[config.mk]
export PLATFORM = sky130hd
export DESIGN_NAME = seg_scan_ctrl
export DESIGN_NICKNAME = d
export VERILOG_FILES = /design/src/rtl/seg_scan_ctrl_pkg.sv /design/src/rtl/seg_scan_ctrl_tick_gen.sv /design/src/rtl/seg_scan_ctrl.sv
export SDC_FILE = /design/constraint.sdc
export NUM_CORES = 1
export LEC_CHECK = 0
export CORE_MARGIN = 2
export CORE_UTILIZATION = 30
export CTS_CLUSTER_SIZE = 8
export DETAILED_ROUTE_END_ITERATION = 6
export PLACE_DENSITY = 0.53
export SYNTH_ARGS = -nofsm -noshare
export SYNTH_HDL_FRONTEND = slang
export SYNTH_SLANG_ARGS = --single-unit
export TNS_END_PERCENT = 5
[constraint.sdc]
create_clock -name clk -period 3.33 [get_ports clk]
set_input_delay 0.8325 -clock clk [delete_from_list [all_inputs] [get_ports clk]]
set_output_delay 0.8325 -clock clk [all_outputs]
set_load 0.02 [all_outputs]
[src/rtl/seg_scan_ctrl_pkg.sv]
// Shared display helpers for scanned seven-segment peripherals.
// Holds the nibble width, the digit-enable decoder and the leading-zero mask.
package seg_scan_ctrl_pkg;

    localparam int NIB_W      = 4;
    localparam int MAX_DIGITS = 8;
    localparam int MAX_VAL_W  = NIB_W * MAX_DIGITS;

    typedef logic [NIB_W-1:0] nibble_t;

    // Active-low one-hot enable for digit idx; callers truncate to their digit count.
    function automatic logic [MAX_DIGITS-1:0] an_onehot_n(input logic [2:0] idx);
        logic [MAX_DIGITS-1:0] one;
        one = MAX_DIGITS'(1);
        return ~(one << idx);
    endfunction

    // Bit i set when nibbles i..MAX_DIGITS-1 are all zero. Unused upper nibbles
    // are expected to be zero-extended by the caller.
    function automatic logic [MAX_DIGITS-1:0] lz_mask(input logic [MAX_VAL_W-1:0] val);
        logic                  zero_above;
        logic [MAX_DIGITS-1:0] m;
        zero_above = 1'b1;
        m          = '0;
        for (int i = MAX_DIGITS - 1; i >= 0; i--) begin
            zero_above = zero_above && (val[i*NIB_W +: NIB_W] == nibble_t'(0));
            m[i]       = zero_above;
        end
        return m;
    endfunction

endpackage

[src/rtl/seg_scan_ctrl_tick_gen.sv]
// Free-running slot prescaler: counts 0..SCAN_DIV-1 and flags the last cycle.
// Shared by every scanned peripheral that needs a fixed slot rate.
module scan_tick_gen #(
    parameter int SCAN_DIV = 50000,
    parameter int CNT_W    = (SCAN_DIV > 1) ? $clog2(SCAN_DIV) : 1
) (
    input  logic             clk,
    input  logic             rst,
    output logic [CNT_W-1:0] cnt,
    output logic             tick
);

    localparam logic [CNT_W-1:0] LAST = CNT_W'(SCAN_DIV - 1);

    assign tick = (cnt == LAST);

    always_ff @(posedge clk or posedge rst) begin
        if (rst) begin
            cnt <= '0;
        end else if (tick) begin
            cnt <= '0;
        end else begin
            cnt <= cnt + CNT_W'(1);
        end
    end

endmodule

[src/rtl/seg_scan_ctrl.sv]
// Multiplexed seven-segment scan controller with double-buffered loads,
// leading-zero blanking and per-slot dead-time. All outputs are registered.
module seg_scan_ctrl
    import seg_scan_ctrl_pkg::*;
#(
    parameter int DIGITS   = 4,
    parameter int SCAN_DIV = 50000,
    parameter int GAP      = 2,
    parameter int BLANK_LZ = 1
) (
    input  logic                    clk,
    input  logic                    rst,
    input  logic                    load_i,
    input  logic [NIB_W*DIGITS-1:0] value_i,
    input  logic [DIGITS-1:0]       dp_i,
    output logic [NIB_W-1:0]        digit_o,
    output logic                    blank_o,
    output logic                    dp_o,
    output logic [DIGITS-1:0]       an_n,
    output logic                    load_ack,
    output logic                    frame_o
);

    localparam int CNT_W = (SCAN_DIV > 1) ? $clog2(SCAN_DIV) : 1;
    localparam int IDX_W = $clog2(DIGITS);
    localparam int VAL_W = NIB_W * DIGITS;

    localparam logic [IDX_W-1:0] LAST_IDX = IDX_W'(DIGITS - 1);
    localparam logic [CNT_W-1:0] GAP_C    = CNT_W'(GAP);

    logic [CNT_W-1:0]      cnt, cnt_nxt;
    logic                  tick;
    logic [IDX_W-1:0]      idx, idx_nxt;
    logic [VAL_W-1:0]      active_val, active_val_nxt, shadow_val;
    logic [DIGITS-1:0]     active_dp, active_dp_nxt, shadow_dp;
    logic                  pending;
    logic                  wrap, swap;
    logic [MAX_DIGITS-1:0] lz_all;
    logic [NIB_W-1:0]      digit_nxt;
    logic                  blank_nxt, dp_nxt;
    logic [DIGITS-1:0]     an_nxt;

    scan_tick_gen #(
        .SCAN_DIV (SCAN_DIV),
        .CNT_W    (CNT_W)
    ) u_tick (
        .clk  (clk),
        .rst  (rst),
        .cnt  (cnt),
        .tick (tick)
    );

    // Outputs are computed from next-cycle state so the flops present the
    // slot/k of the cycle they are visible in.
    always_comb begin
        wrap           = tick && (idx == LAST_IDX);
        swap           = wrap && pending;
        cnt_nxt        = tick ? '0 : cnt + CNT_W'(1);
        idx_nxt        = idx;
        if (tick) begin
            idx_nxt = (idx == LAST_IDX) ? '0 : idx + IDX_W'(1);
        end
        active_val_nxt = swap ? shadow_val : active_val;
        active_dp_nxt  = swap ? shadow_dp  : active_dp;
        lz_all         = lz_mask(MAX_VAL_W'(active_val_nxt));
        digit_nxt      = active_val_nxt[idx_nxt*NIB_W +: NIB_W];
        dp_nxt         = active_dp_nxt[idx_nxt];
        blank_nxt      = (BLANK_LZ != 0) && (idx_nxt != '0) && lz_all[3'(idx_nxt)];
        an_nxt         = (cnt_nxt < GAP_C) ? '1 : DIGITS'(an_onehot_n(3'(idx_nxt)));
    end

    always_ff @(posedge clk or posedge rst) begin
        if (rst) begin
            idx        <= '0;
            active_val <= '0;
            active_dp  <= '0;
            shadow_val <= '0;
            shadow_dp  <= '0;
            pending    <= 1'b0;
            digit_o    <= '0;
            blank_o    <= 1'b0;
            dp_o       <= 1'b0;
            an_n       <= '1;
            load_ack   <= 1'b0;
            frame_o    <= 1'b0;
        end else begin
            idx        <= idx_nxt;
            active_val <= active_val_nxt;
            active_dp  <= active_dp_nxt;
            if (load_i) begin
                shadow_val <= value_i;
                shadow_dp  <= dp_i;
            end
            // A load on the wrap edge stays pending for the following frame.
            pending    <= load_i | (pending & ~wrap);
            digit_o    <= digit_nxt;
            blank_o    <= blank_nxt;
            dp_o       <= dp_nxt;
            an_n       <= an_nxt;
            load_ack   <= swap;
            frame_o    <= wrap;
        end
    end

endmodule

==> results.md <==
* Status: completed
* Power Dens Cells at 416 nW/um^2
* H-tree depth reported by CTS at 3
* Final Non-Filler Cells at 470
* Hold buffer count at CTS at 0
* Post-synth EDFFs at 0
* Gr ovfl total at 0
* HP Class: reg2reg
* Antenna violations before repair at 0
* Worst-Margin Slew at 0.503 ns
* DIE HEIGHT at 107 um
* Post-synth net total at 316
* Yosys top cell area share at 52.5%
* CTS tree: done
* Syn Inst Count at 291
* Full die area at 11500 sq um
* Routed WL at 6310 um
* DR vias at 2156
* MaxCap Viol Count at 0
* Critical path required time at 3.55 ns
* DRT antenna net count at 0
* Hold Vio Cnt, Final at 0
* P&R area growth vs syn at 20.7%
* Max transition margin at 66.4%
* Mean area per synthesized cell at 11.0 sq um
* Synth cell types at 46
* Pins Over Slew Limit at 0
* Starting DRT DRC Count at 92
* Seq/Total Area, Yosys at 55.8%
* Cell Area, Synth at 3190 sq um
* # rows at 37
* DRC viols at 0
* Synth top area cells: dfrtp_1 53%, mux2_2 8.5%, nand2_1 6.9%
* Clk_lat worst skew at 0.33 ns
* Placed cells at 454
* Total Nets Final at 354
* Worst-path cell chain: ha_1 > nand4b_1 > nor4_4 > nand3_2 > mux2_2 > nor2_1 > o31ai_1
* # IOs at 35
* Hpwl dp at 4500 um
* Largest net degree at the start of global routing at 51
* Highest-delay cell along the critical path: mux2_2
* Main synth FF type: dfrtp_1
* Die width at 107 um
* Avg WL per Cell at 13.4 um
* Dpl ws at 0.902 ns
* Fmax at 416 MHz
* DR pass1 iterations at 5
* Minimum clock period at 2.40 ns
* Crit path max fanout at 23
* Synth Warn # at 0
* Static Leak at 1.78 nW
* Clock sinks at 71
* # setup viols final at 0
* Root Buffer: clkbuf_8
* Commonest cells in the netlist: 67 x dfrtp_1, 59 x nand2_1, 24 x mux2_2
* Initial Util at 30.9%
* Top-count cell post-synth: dfrtp_1
* Setup slack after layout at 0.926 ns
* Total Routing Usage GR at 12.2%
* TNS Setup at 0 ns
* Core area at 10300 sq um
* CP endpoint kind: flop
* RePlAce Congestion at 0.764
* Cts repair resizes at 0
* Post-CTS Setup Bufs at 0
* Tcrit/Tclk final at 72.2%
* Crit-path max cell delay at 0.46 ns
* Clk buf depth at 2
* Vias per cell at 4.59
* Worst IR Drop VDD at 0.165 mV
* CP startpoint kind: flop
* Share of layout cells above drive strength 1 at 18.9%
* Diode count at 0
* Cts bufs inserted at 9
* Worst-path clk slew at 0.08 ns
* Synthesized flop and latch total at 71
* Cell taking the most area after synthesis: dfrtp_1
* RSZ-0062 raised after global routing: no
* Asr flop ratio synth at 100%
* Number of global-route vias before repair at 2144
* Layout Skew at 0.0157 ns
* Critical path type: reg2reg
* Crit path DAT at 2.62 ns
* First-pass GRT wire length at 10800 um
* PortBufs at 34
## flip-flops by register name, indices dropped and copies added, names as in the netlist
signal and flops:
idx 2, load_ack 1, dp_o 1, an_n 4, shadow_dp 4, pending 1, active_val 16, shadow_val 16
blank_o 1, digit_o 4, frame_o 1, u_tick.cnt 16, active_dp 4
## power by group
group / switching (mW) / leakage [nW] / total, mW / internal (mW)
sequential: 0.0173 / 0.913 / 0.903 / 0.886
combinational: 0.0306 / 0.777 / 0.0782 / 0.0475
clock: 0.328 / 0.0926 / 0.621 / 0.293
## worst paths after layout
| kind | start | to | slack, ns | depth (start not counted) |
|---|---|---|---|---|
| worst min register to register | active_dp[1]$_DFF_PP0_ | active_dp[1]$_DFF_PP0_ | 0.47 | 2 |
| worst max register to register | u_tick.cnt[0]$_DFF_PP0_ | digit_o[3]$_DFF_PP0_ | 0.93 | 7 |
| worst min-delay path | active_dp[1]$_DFF_PP0_ | active_dp[1]$_DFF_PP0_ | 0.47 | 2 |
| max in group asynchronous | rst | idx[0]$_DFF_PP0_ | 1.84 | 3 |
| worst max-delay path | u_tick.cnt[0]$_DFF_PP0_ | digit_o[3]$_DFF_PP0_ | 0.93 | 7 |
| min in group asynchronous | rst | u_tick.cnt[6]$_DFF_PP0_ | 0.85 | 2 |
## cell type report
class,instances,area (sq um)
Multi-Input combinational cell,201,1300
Inverter,7,27.5
Clock inverter,6,43.8
Clock buffer,10,138
Tap cell,136,170
Sequential cell,71,1780
Fill cell,1024,6470
Timing Repair Buffer,39,390
## cells by family (layout without fill, tap and decap cells)
family	after synthesis	count (layout)	share of synthesized area (%)
and+or+nand+nor	128	128	19.5
DFF	71	71	55.8
AOI/OAI and AO/OA	29	29	6.78
muxes	29	29	10.2
buffers and inverters	19	62	3.41
xor gates and xnor gates	13	13	3.57
adders and majority gates	2	2	0.784
## routing by layer
metal	global-route usage [%]	wire length, um	part of all wire [%]
met5	0	0	0
met4	5.01	87	1.4
met3	2.80	212	3.4
met2	17.1	2730	43
met1	17.9	3280	52
## through the flow
stage / util, % / power, mW / hold slack (ns) / instance area [sq um]
after floorplan: - / 0.956 / 0.433 / 3190
after global placement: 35.6 / 1.00 / 0.445 / 3670
after detailed placement: 35.6 / 1.00 / 0.452 / 3670
after CTS: 37.3 / 1.63 / 0.472 / 3850
after global routing: 37.3 / 1.68 / 0.490 / 3850
final: 37.3 / 1.60 / 0.469 / 3850
## cells in the final DEF, fill, tap and decap left out, types with 2 or more instances in the layout
cell type / netlist / final
nand2_1: 59 / 59
mux2_2: 24 / 24
clkbuf_8: 0 / 10
o31ai_1: 4 / 4
dfstp_2: 4 / 4
o21ai_1: 2 / 2
nor2b_1: 2 / 2
nand4b_1: 2 / 2
ha_1: 2 / 2
and3_1: 3 / 3
inv_2: 1 / 2
o21ai_0: 6 / 6
nor2_1: 19 / 19
a21oi_1: 4 / 4
or2_2: 2 / 2
buf_4: 2 / 4
nand2b_1: 2 / 2
clkinv_4: 0 / 2
clkdlybuf4s50_1: 0 / 34
or3_1: 3 / 3
a21o_1: 2 / 2
nand4_1: 3 / 3
clkinv_2: 1 / 3
xnor2_1: 8 / 8
nor4_1: 6 / 6
xor2_1: 5 / 5
nand4bb_1: 2 / 2
nor3_1: 3 / 3
mux2i_1: 4 / 4
dfrtp_1: 67 / 67
inv_1: 5 / 4
o211ai_2: 4 / 4
o211ai_1: 2 / 2
nand3_1: 16 / 16
## worst max-delay path: cells and delay by family, from the launching register on
family,cells,cell delay [ns]
simple gates,4,1.08
mux,1,0.46
flops,1,0.39
fa+ha+maj,1,0.26
compound gates,1,0.08
Power figures use the tool's default switching activity.
